===== src/rtl/sr_pkg.sv =====
// Shared definitions for the SR serial link (PISO transmitter / SIPO receiver).
package sr_pkg;

  localparam int SR_WIDTH_DEFAULT = 4;

  typedef enum logic {
    ST_IDLE  = 1'b0,
    ST_SHIFT = 1'b1
  } sr_state_e;

endpackage


===== src/rtl/sr_sipo_rx_if.sv =====
// Parallel-word handshake between the SIPO receiver (master) and its consumer (slave).
interface sr_sipo_rx_if #(
  parameter int WIDTH = sr_pkg::SR_WIDTH_DEFAULT
);

  logic [WIDTH-1:0] dout;
  logic             dout_valid;
  logic             dout_ready;

  modport master (output dout, output dout_valid, input dout_ready);
  modport slave  (input dout, input dout_valid, output dout_ready);

endinterface


===== src/rtl/sr_sipo_core.sv =====
// Shift register, bit counter and framing FSM; word_done/word are combinational
// so the holding register can capture the completed word on the completing edge.
module sr_sipo_core
  import sr_pkg::*;
#(
  parameter int WIDTH     = SR_WIDTH_DEFAULT,
  parameter bit MSB_FIRST = 1'b1
) (
  input  logic             clk,
  input  logic             reset,
  input  logic             sin,
  input  logic             sin_valid,
  input  logic             frame_start,
  output logic [WIDTH-1:0] word,
  output logic             word_done,
  output logic             busy
);

  localparam int CW = (WIDTH > 2) ? $clog2(WIDTH) : 1;
  localparam logic [CW-1:0] LAST = CW'(WIDTH - 1);

  sr_state_e        state_q, state_d;
  logic [CW-1:0]    cnt_q, cnt_d;
  logic [WIDTH-1:0] sreg_q, sreg_d;
  logic [WIDTH-1:0] base, shifted;

  // NOTE: every signal written here gets a default first, so no path leaves
  // it unassigned and no latch is inferred.
  always_comb begin
    state_d   = state_q;
    cnt_d     = cnt_q;
    sreg_d    = sreg_q;
    word_done = 1'b0;

    // A resynchronising bit starts from an empty register.
    base    = frame_start ? '0 : sreg_q;
    shifted = MSB_FIRST ? {base[WIDTH-2:0], sin} : {sin, base[WIDTH-1:1]};

    if (frame_start) begin
      if (sin_valid) begin
        sreg_d  = shifted;
        cnt_d   = CW'(1);
        state_d = ST_SHIFT;
      end else begin
        sreg_d  = '0;
        cnt_d   = '0;
        state_d = ST_IDLE;
      end
    end else if (sin_valid) begin
      sreg_d = shifted;
      if (cnt_q == LAST) begin
        cnt_d     = '0;
        state_d   = ST_IDLE;
        word_done = 1'b1;
      end else begin
        cnt_d   = cnt_q + CW'(1);
        state_d = ST_SHIFT;
      end
    end
  end

  // NOTE: sequential state uses non-blocking assignments so every flop samples
  // the pre-edge values regardless of statement order.
  always_ff @(posedge clk) begin
    if (reset) begin
      state_q <= ST_IDLE;
      cnt_q   <= '0;
      sreg_q  <= '0;
      busy    <= 1'b0;
    end else begin
      state_q <= state_d;
      cnt_q   <= cnt_d;
      sreg_q  <= sreg_d;
      busy    <= (state_d == ST_SHIFT);
    end
  end

  assign word = shifted;

endmodule


===== src/rtl/sr_sipo_rx.sv =====
// SIPO receiver top: framing core plus holding register, valid/ready handshake
// and sticky overrun flag.
module sr_sipo_rx
  import sr_pkg::*;
#(
  parameter int WIDTH     = SR_WIDTH_DEFAULT,
  parameter bit MSB_FIRST = 1'b1
) (
  input  logic               clk,
  input  logic               reset,
  input  logic               sin,
  input  logic               sin_valid,
  input  logic               frame_start,
  sr_sipo_rx_if.master       out_if,
  output logic               overrun,
  input  logic               overrun_clr,
  output logic               busy
);

  logic [WIDTH-1:0] word;
  logic             word_done;

  logic [WIDTH-1:0] dout_q, dout_d;
  logic             valid_q, valid_d;
  logic             ovr_q, ovr_d;
  logic             accept;

  sr_sipo_core #(
    .WIDTH     (WIDTH),
    .MSB_FIRST (MSB_FIRST)
  ) u_core (
    .clk         (clk),
    .reset       (reset),
    .sin         (sin),
    .sin_valid   (sin_valid),
    .frame_start (frame_start),
    .word        (word),
    .word_done   (word_done),
    .busy        (busy)
  );

  always_comb begin
    dout_d  = dout_q;
    valid_d = valid_q;
    ovr_d   = ovr_q & ~overrun_clr;
    accept  = valid_q & out_if.dout_ready;

    if (word_done) begin
      // Load only if the slot is free or being emptied this edge; else drop.
      if (!valid_q || accept) begin
        dout_d  = word;
        valid_d = 1'b1;
      end else begin
        ovr_d = 1'b1;
      end
    end else if (accept) begin
      valid_d = 1'b0;
    end
  end

  always_ff @(posedge clk) begin
    if (reset) begin
      dout_q  <= '0;
      valid_q <= 1'b0;
      ovr_q   <= 1'b0;
    end else begin
      dout_q  <= dout_d;
      valid_q <= valid_d;
      ovr_q   <= ovr_d;
    end
  end

  assign out_if.dout       = dout_q;
  assign out_if.dout_valid = valid_q;
  assign overrun           = ovr_q;

endmodule


===== src/flat_wrapper.sv =====
// flat-port wrapper written by rule: the top's interface ports become plain ports
module sr_sipo_rx_flat import sr_pkg::*;
#(
  parameter int WIDTH     = SR_WIDTH_DEFAULT,
  parameter bit MSB_FIRST = 1'b1
)
  (clk, reset, sin, sin_valid, frame_start, overrun, overrun_clr, busy, out_if_dout, out_if_dout_valid, out_if_dout_ready);
  sr_sipo_rx_if #(.WIDTH(WIDTH)) out_if_i ();
  input  logic clk;
  input  logic reset;
  input  logic sin;
  input  logic sin_valid;
  input  logic frame_start;
  output logic overrun;
  input  logic overrun_clr;
  output logic busy;
  output wire logic [$bits(out_if_i.dout)-1:0] out_if_dout;
  output wire logic [$bits(out_if_i.dout_valid)-1:0] out_if_dout_valid;
  input wire logic [$bits(out_if_i.dout_ready)-1:0] out_if_dout_ready;
  assign out_if_dout = out_if_i.dout;
  assign out_if_dout_valid = out_if_i.dout_valid;
  assign out_if_i.dout_ready = out_if_dout_ready;
  sr_sipo_rx #(.WIDTH(WIDTH), .MSB_FIRST(MSB_FIRST)) u_core (.clk(clk), .reset(reset), .sin(sin), .sin_valid(sin_valid), .frame_start(frame_start), .out_if(out_if_i), .overrun(overrun), .overrun_clr(overrun_clr), .busy(busy));
endmodule

===== config.mk =====
export PLATFORM = sky130hd
export DESIGN_NAME = sr_sipo_rx_flat
export DESIGN_NICKNAME = d
export VERILOG_FILES = /design/src/rtl/sr_pkg.sv /design/src/rtl/sr_sipo_rx_if.sv /design/src/rtl/sr_sipo_core.sv /design/src/rtl/sr_sipo_rx.sv /design/src/flat_wrapper.sv
export SDC_FILE = /design/constraint.sdc
export NUM_CORES = 1
export LEC_CHECK = 0
export ABC_AREA = 1
export CAP_MARGIN = 20
export CORE_AREA = 10 10 47 49
export CTS_CLUSTER_SIZE = 8
export DETAILED_ROUTE_END_ITERATION = 8
export DIE_AREA = 0 0 57 59
export HOLD_SLACK_MARGIN = 0.02
export PLACE_DENSITY = 0.74
export SETUP_SLACK_MARGIN = 0.2
export SYNTH_ARGS = -nofsm -noshare
export SYNTH_HDL_FRONTEND = slang
export SYNTH_SLANG_ARGS = --single-unit
export TNS_END_PERCENT = 30

===== constraint.sdc =====
create_clock -name clk -period 1.2 [get_ports clk]
set_input_delay 0.3 -clock clk [delete_from_list [all_inputs] [get_ports clk]]
set_output_delay 0.3 -clock clk [all_outputs]
set_load 0.1 [all_outputs]

# Word level (Yosys, flattened, before mapping)

Cells that the tools add are included.

Add/subtract/negate cells: 1
Multiply operators: 0
Divide/modulo/power cells: 0
Magnitude comparators: 0
Eq/ne operators: 2
Shift-type cells: 0
Multiplexer cells: 20
Bitwise operators: 3
Reduce and logical (&&, ||, !) cells: 6

Operator list:

| cell                  | number |
|---|---|
| $mux W1               | 13 |
| $mux W3               | 4 |
| $mux W2               | 3 |
| $reduce_and A2 Y1     | 2 |
| $reduce_bool A2 Y1    | 2 |
| $add A2 B1 Y2 const B | 1 |
| $and A1 B1 Y1         | 2 |
| $eq A2 B2 Y1 const B  | 1 |
| $ne A2 B2 Y1 const B  | 1 |
| $logic_not A1 Y1      | 1 |
| $logic_or A1 B1 Y1    | 1 |
| $not A1 Y1            | 1 |

Bits in registers: 12
Latch bits: 0
RAM bits: 0
ROM bits: 0
Bits of input ports: 7
Output and inout bits: 7
Memories kept: 0

# Longest topological paths before layout

Depth in word-level cells: 6
Mapped depth: 6
Mapped depth without buffers: 6

# Modules after synthesis

A second synthesis with hierarchy kept.

Cell total of the unflattened synthesis: 82
Area, all modules: 569.3 µm²

Modules (own cells, without submodules):

| module       | times used | cells an instance | area each (µm²) | sequential area each (µm²) |
|---|---|---|---|---|
| sr_sipo_core | 1          | 44                | 314.1           | 120.1 |
| sr_sipo_rx   | 1          | 38                | 255.2           | 120.1 |

# Least setup slack after synthesis

No wires, ideal clock.

Path type: reg-to-reg
From: reg u_core.valid_q, in the netlist u_core.out_if.dout_valid
To: reg u_core.dout_q[0], in the netlist u_core.out_if.dout[0]
Library setup time: 0.117 ns
Arrival time: 1.446 ns
Data required time: 1.083 ns
Setup slack: -0.362 ns
Cell stages (with the launch flop): 6
Buffers on the path: 0
Path through: dfxtp_1 inv_1 nor2_1 nor2_4 nor2_1 nor2_1

Longest elaborated chain between the ends: 3
Elaborated cells on any way between the ends: 4
Classes of those cells: 1 x bitwise; 3 x reduce/logical

RTL lines:

| element                                           | line                               | RTL |
|---|---|---|
| from (decl)                                       | sr_sipo_rx.sv:24                   | `logic valid_q, valid_d;` |
| from (signal assigned)                            | sr_sipo_rx.sv:68                   | `valid_q <= valid_d;` |
| $and A1 B1 Y1 or $logic_not A1 Y1 (tied branches) | sr_sipo_rx.sv:46, sr_sipo_rx.sv:50 |  |
| $logic_or A1 B1 Y1 *                              | sr_sipo_rx.sv:50                   | `if (!valid_q \|\| accept) begin` |
| $reduce_and A2 Y1 (no line) *                     | n/a                                |  |
| to (signal assigned)                              | sr_sipo_rx.sv:67                   | `dout_q <= dout_d;` |
| to (decl)                                         | sr_sipo_rx.sv:23                   | `logic [WIDTH-1:0] dout_q, dout_d;` |

Mark *: on every way between the ends. The rest lies on a longest branch, timed or not.
A chain may end at the register's enable or synchronous reset.

==> qor.yml <==
status: "complete, no violations"
tightest_slew_ns: 0.221
dieHeight_um: 59
finClkSkew_ns: 0.00572
placed_cells: 101
worstPathArrival_ns: 0.82
crit_chain: "buf_12"
vias: 487
avgSynthCellArea_um2: 7.69
fmax_mhz: 894
htree_levels: 1
r2r_cells: 6
maxCapViolations: 0
drc: 0
wl_per_cell_um: 10.8
cts_tree: "done"
rsz0062_at_grt: "yes"
layout_worst_path_cycle_share_pct: 93.2
nets: 99
wl_met2_um: 518
fin_tns_setup_ns: 0
antenna_cells: 0
ant_nets: 0
setup_viol: 0
synth.cell_area_um2: 531
syn_inst: 69
final_cells: 106
critical_path.top_delay_family: "flip-flops"
dr.pass1.iters: 4
io_pins: 14
ctsRootBufferMaster: "clkbuf_4"
drive_gt1_share_pct: 37.8
muxShareOfSynthArea_pct: 0
antenna_found_initial: 0
reg2reg_from: "u_core.u_core.cnt_q[0]$_SDFFE_PP0P_"
cp-end-kind: "output port"
cp.depth: 1
ir_drop_mv: 0.641
syn2layout_area_growth_pct: 57.3
die_area_mm2: 0.00336
crit_end: "busy"
relSlewSlack_pct: 85.2
synth_seq_cells: 12
wl_met1_um: 521
syn-num-nets: 77
power_per_cell_area_mw_per_mm2: 949
finalHoldViolCount: 0
core_area_mm2: 0.00140
portBuffers: 13
synth-seq-area-share_pct: 45.3
synth_top_family_by_area: "simple AND/OR/NAND/NOR gates"
cts_sinks: 12
path_class: "reg2out"
rows: 14
min_from: "u_core.u_core.sreg_q[2]$_SDFFE_PP0P_"
slew_violations: 0
holdWs_ns: 0.470
top_layer: "met4"
cp_slowest_stage_delay_ns: 0.36
viasPerCell: 4.59
yosys.area.top_type_share_pct: 45.3
r2r-end: "u_core.out_if.dout[1]$_SDFFE_PP0P_"
clock_latency_ns: 0.28
power.leakage_uw: 0.000338
synth_cell_type_count: 14
crit_required_ns: 0.90
grt.overflow.total: 0
clk_pin_slew_worst_paths_ns: 0.08
synth-simple-area-share_pct: 34.2
grt_pass1_vias: 481
yosysWarnings: 0
design_area_um2: 835
grt_pass1_wl_mm: 1.97
initial_utilization_pct: 37.9
crit_path_start: "u_core.u_core.state_q$_SDFFE_PP0P_"
min_path_type: "reg2reg"
synth.area.top_cells: "dfxtp_1 (45%), nand2_1 (12%), nor2_1 (7.8%)"
post_synth_xor_area_fraction_pct: 0
crit_fanout: 2
fin_crit_ns: 1.12
wirelength_mm: 1.14
route.met3.wl_um: 69
grt_max_degree: 8
start_kind: "flop"
drt_iter0_markers: 10
yosysTopAreaCell: "dfxtp_1"
ff2ff_setup_slack_ns: 0.19
dp_hpwl_um: 921
synth-compound-area-share_pct: 9.91
finalWeightedCongestion: 0.821
cp_num_buf_inv: 1
die_w_um: 57
slowest_stage: "dfxtp_2"
clockBufferDepth: 2
finalPower_uw: 792
cts_inserted_buffers: 3
grt_usage_pct: 7.23
synth_fa_ha_area_share_pct: 2.36
place_area_um2: 790
-- cell type report --
type | instances | area, um^2
Fill cell | 135 | 567
Multi-Input combinational cell | 48 | 267
Sequential cell | 12 | 254
Timing Repair Buffer | 18 | 235
Inverter | 8 | 32.5
Clock buffer | 4 | 26.3
Tap cell | 16 | 20.0
-- power by group --
part           switching [uW]  leakage [uW]  internal, uW
Sequential               8.00      0.000102           407
Clock                     139     0.0000150           129
Combinational            60.7      0.000221          47.8
Total                     208      0.000338           584
-- metrics by stage --
stage | util [%] | worst slack, ns
after CTS | 59.6 | 0.0800
after global placement | 56.3 | -0.190
after floorplan | - | -0.0249
after detailed placement | 56.3 | -0.207
final | 59.6 | 0.0819
after global routing | 59.6 | 0.0691
-- worst min path at each step --
stage	end	slack (ns)	cells after the start
after floorplan	u_core.overrun$_SDFF_PP0_	0.36	1
after detailed placement	u_core.u_core.sreg_q[2]$_SDFFE_PP0P_	0.45	2
final	u_core.u_core.sreg_q[2]$_SDFFE_PP0P_	0.47	2
after global routing	u_core.u_core.cnt_q[1]$_SDFFE_PP0P_	0.51	2
after global placement	u_core.u_core.sreg_q[2]$_SDFFE_PP0P_	0.45	2
after CTS	u_core.u_core.sreg_q[2]$_SDFFE_PP0P_	0.46	2
-- layer usage --
layer  up-vias  GRT usage (%)
met5         -              0
met4         0           6.04
met3         5           1.93
met2        11           11.5
met1       214           7.89
li1        257              -
-- state kept, by name (all words and copies together), names as in the netlist --
register / cells
u_core.out_if.dout: 4
u_core.u_core.sreg_q: 3
u_core.u_core.cnt_q: 2
u_core.out_if.dout_valid: 1
u_core.overrun: 1
u_core.u_core.state_q: 1
-- synthesized netlist by cell type --
library cell,number
a21oi_1,6
a21oi_2,2
buf_6,1
dfxtp_1,12
ha_1,1
inv_1,7
inv_4,1
nand2_1,17
nand2_2,1
nand3_1,6
nand3_4,1
nor2_1,11
nor2_4,2
o21ai_0,1
-- cells by family (layout without fill, tap and decap cells) --
kind of cell / count (synthesis) / in the layout
compound gates: 9 / 9
simple gates: 38 / 38
buf+inv: 9 / 30
flops: 12 / 12
fa+ha+maj: 1 / 1
-- cells in the final DEF (no fill, tap or decap), types with 2 or more instances in the layout --
cell | synthesis | routed
dfxtp_1 | 12 | 3
clkbuf_4 | 0 | 3
nand3_1 | 6 | 6
nand2_1 | 17 | 17
clkdlybuf4s50_1 | 0 | 4
buf_4 | 0 | 5
a21oi_2 | 2 | 2
nor2_4 | 2 | 3
buf_12 | 0 | 7
a21oi_1 | 6 | 6
nor2_1 | 11 | 10
dfxtp_2 | 0 | 8
inv_1 | 7 | 6
dlygate4sd2_1 | 0 | 2
-- timing repair --
action	4_1_cts	5_1_grt
buffers inserted	1	0
resized for setup	6	0
pin swaps	1	0
setup endpoints to repair	18	15
hold buffers	0	0
Power figures use the tool's default switching activity.
